--- config.mk ---
export PLATFORM = sky130hd
export DESIGN_NAME = cla_mp_add_seq
export DESIGN_NICKNAME = d
export VERILOG_FILES = /design/src/rtl/cla_pkg.sv /design/src/rtl/cla_mp_add_seq_slice.sv /design/src/rtl/cla_mp_add_seq.sv
export SDC_FILE = /design/constraint.sdc
export NUM_CORES = 1
export LEC_CHECK = 0
export CAP_MARGIN = 20
export CORE_MARGIN = 1
export CORE_UTILIZATION = 57
export CTS_BUF_LIST = sky130_fd_sc_hd__clkbuf_4 sky130_fd_sc_hd__clkbuf_8
export DETAILED_ROUTE_END_ITERATION = 8
export HOLD_SLACK_MARGIN = 0.05
export PLACE_DENSITY = 0.95
export SYNTH_ARGS = -nofsm -noshare
export SYNTH_HDL_FRONTEND = slang
export SYNTH_SLANG_ARGS = --single-unit
--- constraint.sdc ---
create_clock -name clk -period 10.5 [get_ports clk]
set_input_delay 2.1 -clock clk [delete_from_list [all_inputs] [get_ports clk]]
set_output_delay 2.1 -clock clk [all_outputs]
set_load 0.02 [all_outputs]
--- src/rtl/cla_pkg.sv ---
// Shared types and carry-lookahead helper for the multi-precision add/subtract sequencer.
package cla_pkg;

    localparam int SLICE_W = 16;

    typedef logic [SLICE_W-1:0] word_t;

    typedef enum logic [1:0] {
        IDLE = 2'd0,
        RUN  = 2'd1,
        DONE = 2'd2
    } seq_state_t;

    // Flattened 4-bit lookahead: returns carries out of positions 0..3 given generate/propagate and carry-in.
    function automatic logic [3:0] lookahead4(input logic [3:0] g, input logic [3:0] p, input logic ci);
        logic [3:0] c;
        c[0] = g[0] | (p[0] & ci);
        c[1] = g[1] | (p[1] & g[0]) | (p[1] & p[0] & ci);
        c[2] = g[2] | (p[2] & g[1]) | (p[2] & p[1] & g[0]) | (p[2] & p[1] & p[0] & ci);
        c[3] = g[3] | (p[3] & g[2]) | (p[3] & p[2] & g[1]) | (p[3] & p[2] & p[1] & g[0])
             | (p[3] & p[2] & p[1] & p[0] & ci);
        return c;
    endfunction

endpackage

--- src/rtl/cla_mp_add_seq_slice.sv ---
// Combinational 16-bit carry-lookahead adder: four 4-bit groups with a second lookahead level across groups.
module cla16_slice
    import cla_pkg::*;
(
    input  word_t a,
    input  word_t b,
    input  logic  cin,
    output word_t s,
    output logic  cout,
    output logic  c15
);

    word_t            p;
    word_t            g;
    logic [3:0]       grp_p;
    logic [3:0]       grp_g;
    logic [3:0]       grp_c;
    logic [3:0]       grp_tmp;
    logic             grp_cin;
    logic [SLICE_W:0] c;

    // NOTE: every variable gets a default before any conditional or loop, so no latches can be inferred.
    always_comb begin
        p       = a ^ b;
        g       = a & b;
        grp_p   = '0;
        grp_g   = '0;
        grp_tmp = '0;
        for (int k = 0; k < 4; k++) begin
            grp_p[k] = &p[4*k +: 4];
            grp_tmp  = lookahead4(g[4*k +: 4], p[4*k +: 4], 1'b0);
            grp_g[k] = grp_tmp[3];
        end
    end

    always_comb begin
        grp_c   = lookahead4(grp_g, grp_p, cin);
        c       = '0;
        c[0]    = cin;
        grp_cin = cin;
        for (int k = 0; k < 4; k++) begin
            grp_cin        = (k == 0) ? cin : grp_c[k-1];
            c[4*k+1 +: 4]  = lookahead4(g[4*k +: 4], p[4*k +: 4], grp_cin);
        end
    end

    assign s    = p ^ c[SLICE_W-1:0];
    assign cout = c[SLICE_W];
    assign c15  = c[SLICE_W-1];

endmodule

--- src/rtl/cla_mp_add_seq.sv ---
// Multi-precision add/subtract sequencer: streams WORDS 16-bit words LS-first through one shared CLA slice.
module cla_mp_add_seq
    import cla_pkg::*;
#(
    parameter int WORDS = 4
) (
    input  logic                       clk,
    input  logic                       rst,
    input  logic                       start,
    input  logic                       sub,
    input  logic [SLICE_W*WORDS-1:0]   a,
    input  logic [SLICE_W*WORDS-1:0]   b,
    output logic                       ready,
    output logic                       busy,
    output logic                       done,
    output logic [SLICE_W*WORDS-1:0]   sum,
    output logic                       cout,
    output logic                       ovf
);

    localparam int               IDX_W    = (WORDS > 1) ? $clog2(WORDS) : 1;
    localparam logic [IDX_W-1:0] LAST_IDX = IDX_W'(WORDS - 1);

    seq_state_t       state_q, state_d;
    logic [IDX_W-1:0] idx_q, idx_d;
    logic             carry_q, carry_d;
    logic             sub_q, sub_d;
    logic             cout_q, cout_d;
    logic             ovf_q, ovf_d;
    word_t            a_q   [WORDS];
    word_t            a_d   [WORDS];
    word_t            b_q   [WORDS];
    word_t            b_d   [WORDS];
    word_t            sum_q [WORDS];
    word_t            sum_d [WORDS];
    logic             load;

    word_t slice_a;
    word_t slice_b;
    word_t slice_s;
    logic  slice_cin;
    logic  slice_cout;
    logic  slice_c15;

    assign slice_a   = a_q[idx_q];
    assign slice_b   = b_q[idx_q] ^ {SLICE_W{sub_q}};
    assign slice_cin = (idx_q == '0) ? sub_q : carry_q;

    cla16_slice u_slice (
        .a    (slice_a),
        .b    (slice_b),
        .cin  (slice_cin),
        .s    (slice_s),
        .cout (slice_cout),
        .c15  (slice_c15)
    );

    always_comb begin
        state_d = state_q;
        idx_d   = idx_q;
        carry_d = carry_q;
        sub_d   = sub_q;
        cout_d  = cout_q;
        ovf_d   = ovf_q;
        a_d     = a_q;
        b_d     = b_q;
        sum_d   = sum_q;
        load    = 1'b0;

        unique case (state_q)
            IDLE: begin
                if (start) begin
                    load    = 1'b1;
                    state_d = RUN;
                end
            end
            RUN: begin
                sum_d[idx_q] = slice_s;
                carry_d      = slice_cout;
                if (idx_q == LAST_IDX) begin
                    // Overflow: carry into the MSB differs from carry out of it.
                    cout_d  = slice_cout;
                    ovf_d   = slice_c15 ^ slice_cout;
                    state_d = DONE;
                end else begin
                    idx_d = idx_q + IDX_W'(1);
                end
            end
            DONE: begin
                load    = start;
                state_d = start ? RUN : IDLE;
            end
            default: state_d = IDLE;
        endcase

        if (load) begin
            sub_d = sub;
            idx_d = '0;
            for (int i = 0; i < WORDS; i++) begin
                a_d[i] = a[SLICE_W*i +: SLICE_W];
                b_d[i] = b[SLICE_W*i +: SLICE_W];
            end
        end
    end

    // NOTE: sequential state uses non-blocking assignments so every register samples pre-edge values.
    // NOTE: operand/result word arrays are reset too; sum must read 0 after reset, not stale data.
    always_ff @(posedge clk or posedge rst) begin
        if (rst) begin
            state_q <= IDLE;
            idx_q   <= '0;
            carry_q <= 1'b0;
            sub_q   <= 1'b0;
            cout_q  <= 1'b0;
            ovf_q   <= 1'b0;
            a_q     <= '{default: '0};
            b_q     <= '{default: '0};
            sum_q   <= '{default: '0};
        end else begin
            state_q <= state_d;
            idx_q   <= idx_d;
            carry_q <= carry_d;
            sub_q   <= sub_d;
            cout_q  <= cout_d;
            ovf_q   <= ovf_d;
            a_q     <= a_d;
            b_q     <= b_d;
            sum_q   <= sum_d;
        end
    end

    always_comb begin
        sum = '0;
        for (int i = 0; i < WORDS; i++) begin
            sum[SLICE_W*i +: SLICE_W] = sum_q[i];
        end
    end

    assign ready = (state_q == IDLE) || (state_q == DONE);
    assign busy  = (state_q == RUN);
    assign done  = (state_q == DONE);
    assign cout  = cout_q;
    assign ovf   = ovf_q;

endmodule

==> results.txt <==
The run gives 0 as the count of nets left with antenna violations after detail routing. CTS placed an instance of sky130_fd_sc_hd__clkbuf_8 at the clock tree root. Together, buffers and inverters on the worst path number 2.

The tools report the DRC marker count from the first detailed-route iteration as 642. The clock net in this run drives a total of 200 sinks. During I/O placement, the number of pins put on the boundary was 201.

Post-CTS timing repair inserted 0 buffers for setup. The signal arrival time at the worst endpoint was 2210 ps; the global-route total usage across every layer was 29.4%. After Yosys synthesis, full adders, half adders and majority gates account for 2.98% of the synthesized area. The growth of design area from synthesis to finish works out to 29.0%.

In this design, the stage delay of the slowest critical-path cell is 730 ps. Entering global routing, the biggest net connects 119 pins. Dividing the synthesized area by the synthesized cell count gives 9.56 um2. Sorting the synthesized cells by area gives the leading types as sky130_fd_sc_hd__dfrtp_1, sky130_fd_sc_hd__nand2_1, sky130_fd_sc_hd__mux4_2, sky130_fd_sc_hd__o21ai_0, sky130_fd_sc_hd__ha_1. The kind of start point of the critical path is a register. The XOR/XNOR share of the synthesized area is 2.59%, and the insertion delay to the later sink of the worst-skew pair is 480 ps. The tightest hold path in the finished design has a slack of 479 ps. Headroom to the max-slew limit came out at 26.9%.

The floorplan step set the die width to 128 um. For this run the aggregate overflow at the end of global routing stands at 0. The post-route netlist has 7.81% of its cells at a drive strength greater than 1. For the number of fillers in the final layout, the log shows 1015. After layout, the worst path uses 41.1% of the clock period. Of all nets on the critical path, the largest fanout is 10. The mux cell area share after synthesis was 8.21%. The number of global-route vias before repair was 7473; the post-cts hold buffer count was 0. For this run, the detailed router's first-pass iteration total came to 5.

Gates resized during post-CTS repair numbered 0. The run gives 8400 ps as the critical path data required time. Clock tree skew after final layout: 12.8 ps. After floorplanning, the core was sized to cover 0.0154 mm2.

The power density over the cells was 399 mW/mm2. The worst setup path is of the reg -> out kind. Derived from the worst setup path, the maximum achievable clock frequency is 232 MHz.

The critical path endpoint category was an output pin. The logs give 59.1% for the initial core utilization and 45 for the number of standard-cell rows in the floorplan. By area, the combinational part of the netlist is dominated by simple AND/OR/NAND/NOR gates. Sequential cells were found to cover 55.1% of the synthesized design area. The initial antenna violation count is 0, and the routed via count divided by cell count is 5.48.

The top cell types in the final layout, fill and taps aside, are sky130_fd_sc_hd__nand2_1, sky130_fd_sc_hd__clkdlybuf4s50_1, sky130_fd_sc_hd__dfrtp_1. Traced cell by cell, the critical path runs through inv_1 -> nor2_2 -> clkdlybuf4s50_1. Setup slack on the critical path of the routed design comes to 6190 ps.

For the pin with the worst max-slew slack, the measured transition is 1090 ps. Setup violations remaining at the end of the flow were counted as 0. The commonest non-fill, non-tap cell in the layout is sky130_fd_sc_hd__nand2_1.

The detailed-route wire length per cell was 16.9 um. The area share of and/or/nand/nor cells after synthesis is 21.8%. Summing the areas of all compound-gate instances in the mapped netlist gives 6.67% of the synthesized area.

The clock transition at the registers of the reported paths is 100 ps. The tool flagged a number of max-cap violations equal to 0. The count of different cell masters after synthesis is 43, and the netlist area before placement is 0.00908 mm2. The longest clock path from root to sink contains 2 buffers. The run gives 0.00501 mm2 as the area taken by flip-flops and latches.

For the setup TNS, the log shows 0 ps. Synthesis produced a netlist with a net count of 1103. The number of antenna diodes in the final layout is 0.

For the remaining routing DRC violations, the log shows 0. Total power for the finished layout comes to 4.67 mW. Measured along the y axis, the die boundary spans 128 um.

The time the final worst path needs with I/O delays and setup was 4310 ps; the cell leakage power was 5.69 nW. The routed design has 22.8 mm of wire. The total via count after detailed routing is 7400. The H-tree generated during clock tree synthesis spans 4 levels. The final-report hold violation count is 0.

Final number of max-transition violations: 0. Counting the buffers created by CTS gives 17. In the final layout, the multi-input gates occupy 0.00385 mm2. The logs give 1350 for the number of cells in the finished layout apart from fillers and 36.8 mm for the wire length of the first global-routing pass. The tools report the total of warnings raised by yosys as 0. The biggest area consumer among synthesized cells was sky130_fd_sc_hd__dfrtp_1. TritonCTS built the clock tree.

In the synthesized netlist, the number of instances is 950. Input and output buffers added on the ports amount to 200. At the end of routability-driven placement, the weighted congestion stood at 0.857. The category of cells accounting for the largest share of critical-path delay is buffers and inverters. The synthesized design devotes to its leading area cell type 55.1% of total area. After legalization and detailed placement, the total HPWL measured 16.2 mm. Setup repair after global routing left no endpoint under its margin. The number of nets at the end of the flow is 1279. The tools report the number of cells after detailed placement as 1316. The die covers 0.0164 mm2. The slowest cell on the critical path was sky130_fd_sc_hd__clkdlybuf4s50_1. The run finished with clean final reports.

The tools report the maximum vdd drop as 0.256 mV. The worst hold path belongs to the class reg -> reg. Timing analysis after detailed placement gives a worst setup slack of 5830 ps.

Counting flops and latches in the post-synthesis netlist gives 200.
-- path summary, 6_finish.rpt --
check                           start  endpoint  slack (ps)  depth (start not counted)
hold reg to reg               a_q[11]   a_q[11]         480                          2
max in group asynchronous         rst    sum[2]        7070                          4
hold / removal                a_q[11]   a_q[11]         480                          2
setup reg to reg             idx_q[0]   sum[30]        6320                         11
min in group asynchronous         rst   b_q[55]        2160                          2
setup / recovery           state_q[0]      busy        6190                          3
-- tightest hold or removal path, cell delays in order (launching register included) --
cell                      delay, ps
sky130_fd_sc_hd__dfrtp_1        350
sky130_fd_sc_hd__nand2_1         50
sky130_fd_sc_hd__nand2_1         50
-- per-stage QoR --
stage | utilization [%] | area (um2)
2_1_floorplan | - | 9080
3_3_place_gp | 72.9 | 11200
3_5_place_dp | 72.9 | 11200
4_1_cts | 75.9 | 11700
5_1_grt | 76.2 | 11700
6_report | 76.2 | 11700
-- logic make-up (layout without fill, tap and decap cells) --
logic type,count (synthesis),after routing
AO/OA/AOI/OAI,104,104
XOR/XNOR,26,26
adder cells (fa/ha/maj),21,21
flip-flops,200,200
buffers and inverters,61,250
AND/OR/NAND/NOR,504,504
multiplexers,34,34
-- cell usage after synthesis --
cell	instances
sky130_fd_sc_hd__nand2_1	463
sky130_fd_sc_hd__dfrtp_1	200
sky130_fd_sc_hd__o21ai_0	58
sky130_fd_sc_hd__clkbuf_1	41
sky130_fd_sc_hd__mux4_2	32
sky130_fd_sc_hd__ha_1	20
sky130_fd_sc_hd__xor2_1	20
sky130_fd_sc_hd__a21oi_1	13
sky130_fd_sc_hd__inv_1	11
sky130_fd_sc_hd__nand3_1	9
sky130_fd_sc_hd__nor2_1	8
sky130_fd_sc_hd__a21o_1	7
sky130_fd_sc_hd__nor2b_1	5
sky130_fd_sc_hd__o21ai_1	5
sky130_fd_sc_hd__o31ai_1	5
sky130_fd_sc_hd__or3_1	5
sky130_fd_sc_hd__xnor2_1	5
sky130_fd_sc_hd__a31oi_1	4
sky130_fd_sc_hd__buf_1	4
sky130_fd_sc_hd__buf_2	4
sky130_fd_sc_hd__o21a_1	4
sky130_fd_sc_hd__a21oi_2	2
sky130_fd_sc_hd__nand2b_1	2
sky130_fd_sc_hd__nand4_1	2
sky130_fd_sc_hd__nor3_1	2
sky130_fd_sc_hd__or2_2	2
sky130_fd_sc_hd__a21bo_2	1
sky130_fd_sc_hd__a21boi_0	1
sky130_fd_sc_hd__a2bb2oi_1	1
sky130_fd_sc_hd__and2_1	1
sky130_fd_sc_hd__buf_6	1
sky130_fd_sc_hd__fa_1	1
sky130_fd_sc_hd__mux2_4	1
sky130_fd_sc_hd__mux2i_1	1
sky130_fd_sc_hd__nand4_2	1
sky130_fd_sc_hd__nor2_2	1
sky130_fd_sc_hd__nor2_4	1
sky130_fd_sc_hd__o211ai_2	1
sky130_fd_sc_hd__o21ai_4	1
sky130_fd_sc_hd__o21bai_1	1
sky130_fd_sc_hd__or3_4	1
sky130_fd_sc_hd__or3b_2	1
sky130_fd_sc_hd__xor2_2	1
-- sequential cells by signal, summed over array words and instances (netlist names) --
signal and cells:
a_q 64, b_q 64, sum 64, idx_q 2
state_q 2, carry_q 1, cout 1, ovf 1
sub_q 1
-- layer usage --
layer  global-route usage [%]  part of all wire, %  wire length, um  up-vias
met3                     4.80                  5.8             1330       46
met1                     38.4                   41             9430     3615
met2                     49.4                   50            11500      310
met5                        0                    0                0        -
met4                     11.1                  2.6              592        0
li1                         -                    -                -     3429
-- cell type report --
type | instances | share of cell area [%]
Clock inverter | 12 | 1.68
Tap cell | 211 | 2.25
Timing Repair Buffer | 207 | 17.8
Clock buffer | 20 | 2.24
Multi-Input combinational cell | 689 | 32.9
Inverter | 11 | 0.416
Sequential cell | 200 | 42.7
-- report_power, final --
group	switching (mW)	total, mW	internal, mW
Sequential	0.243	1.39	1.15
Clock	0.270	0.565	0.295
Combinational	1.61	2.71	1.11
(Power assumes the default switching activity.)
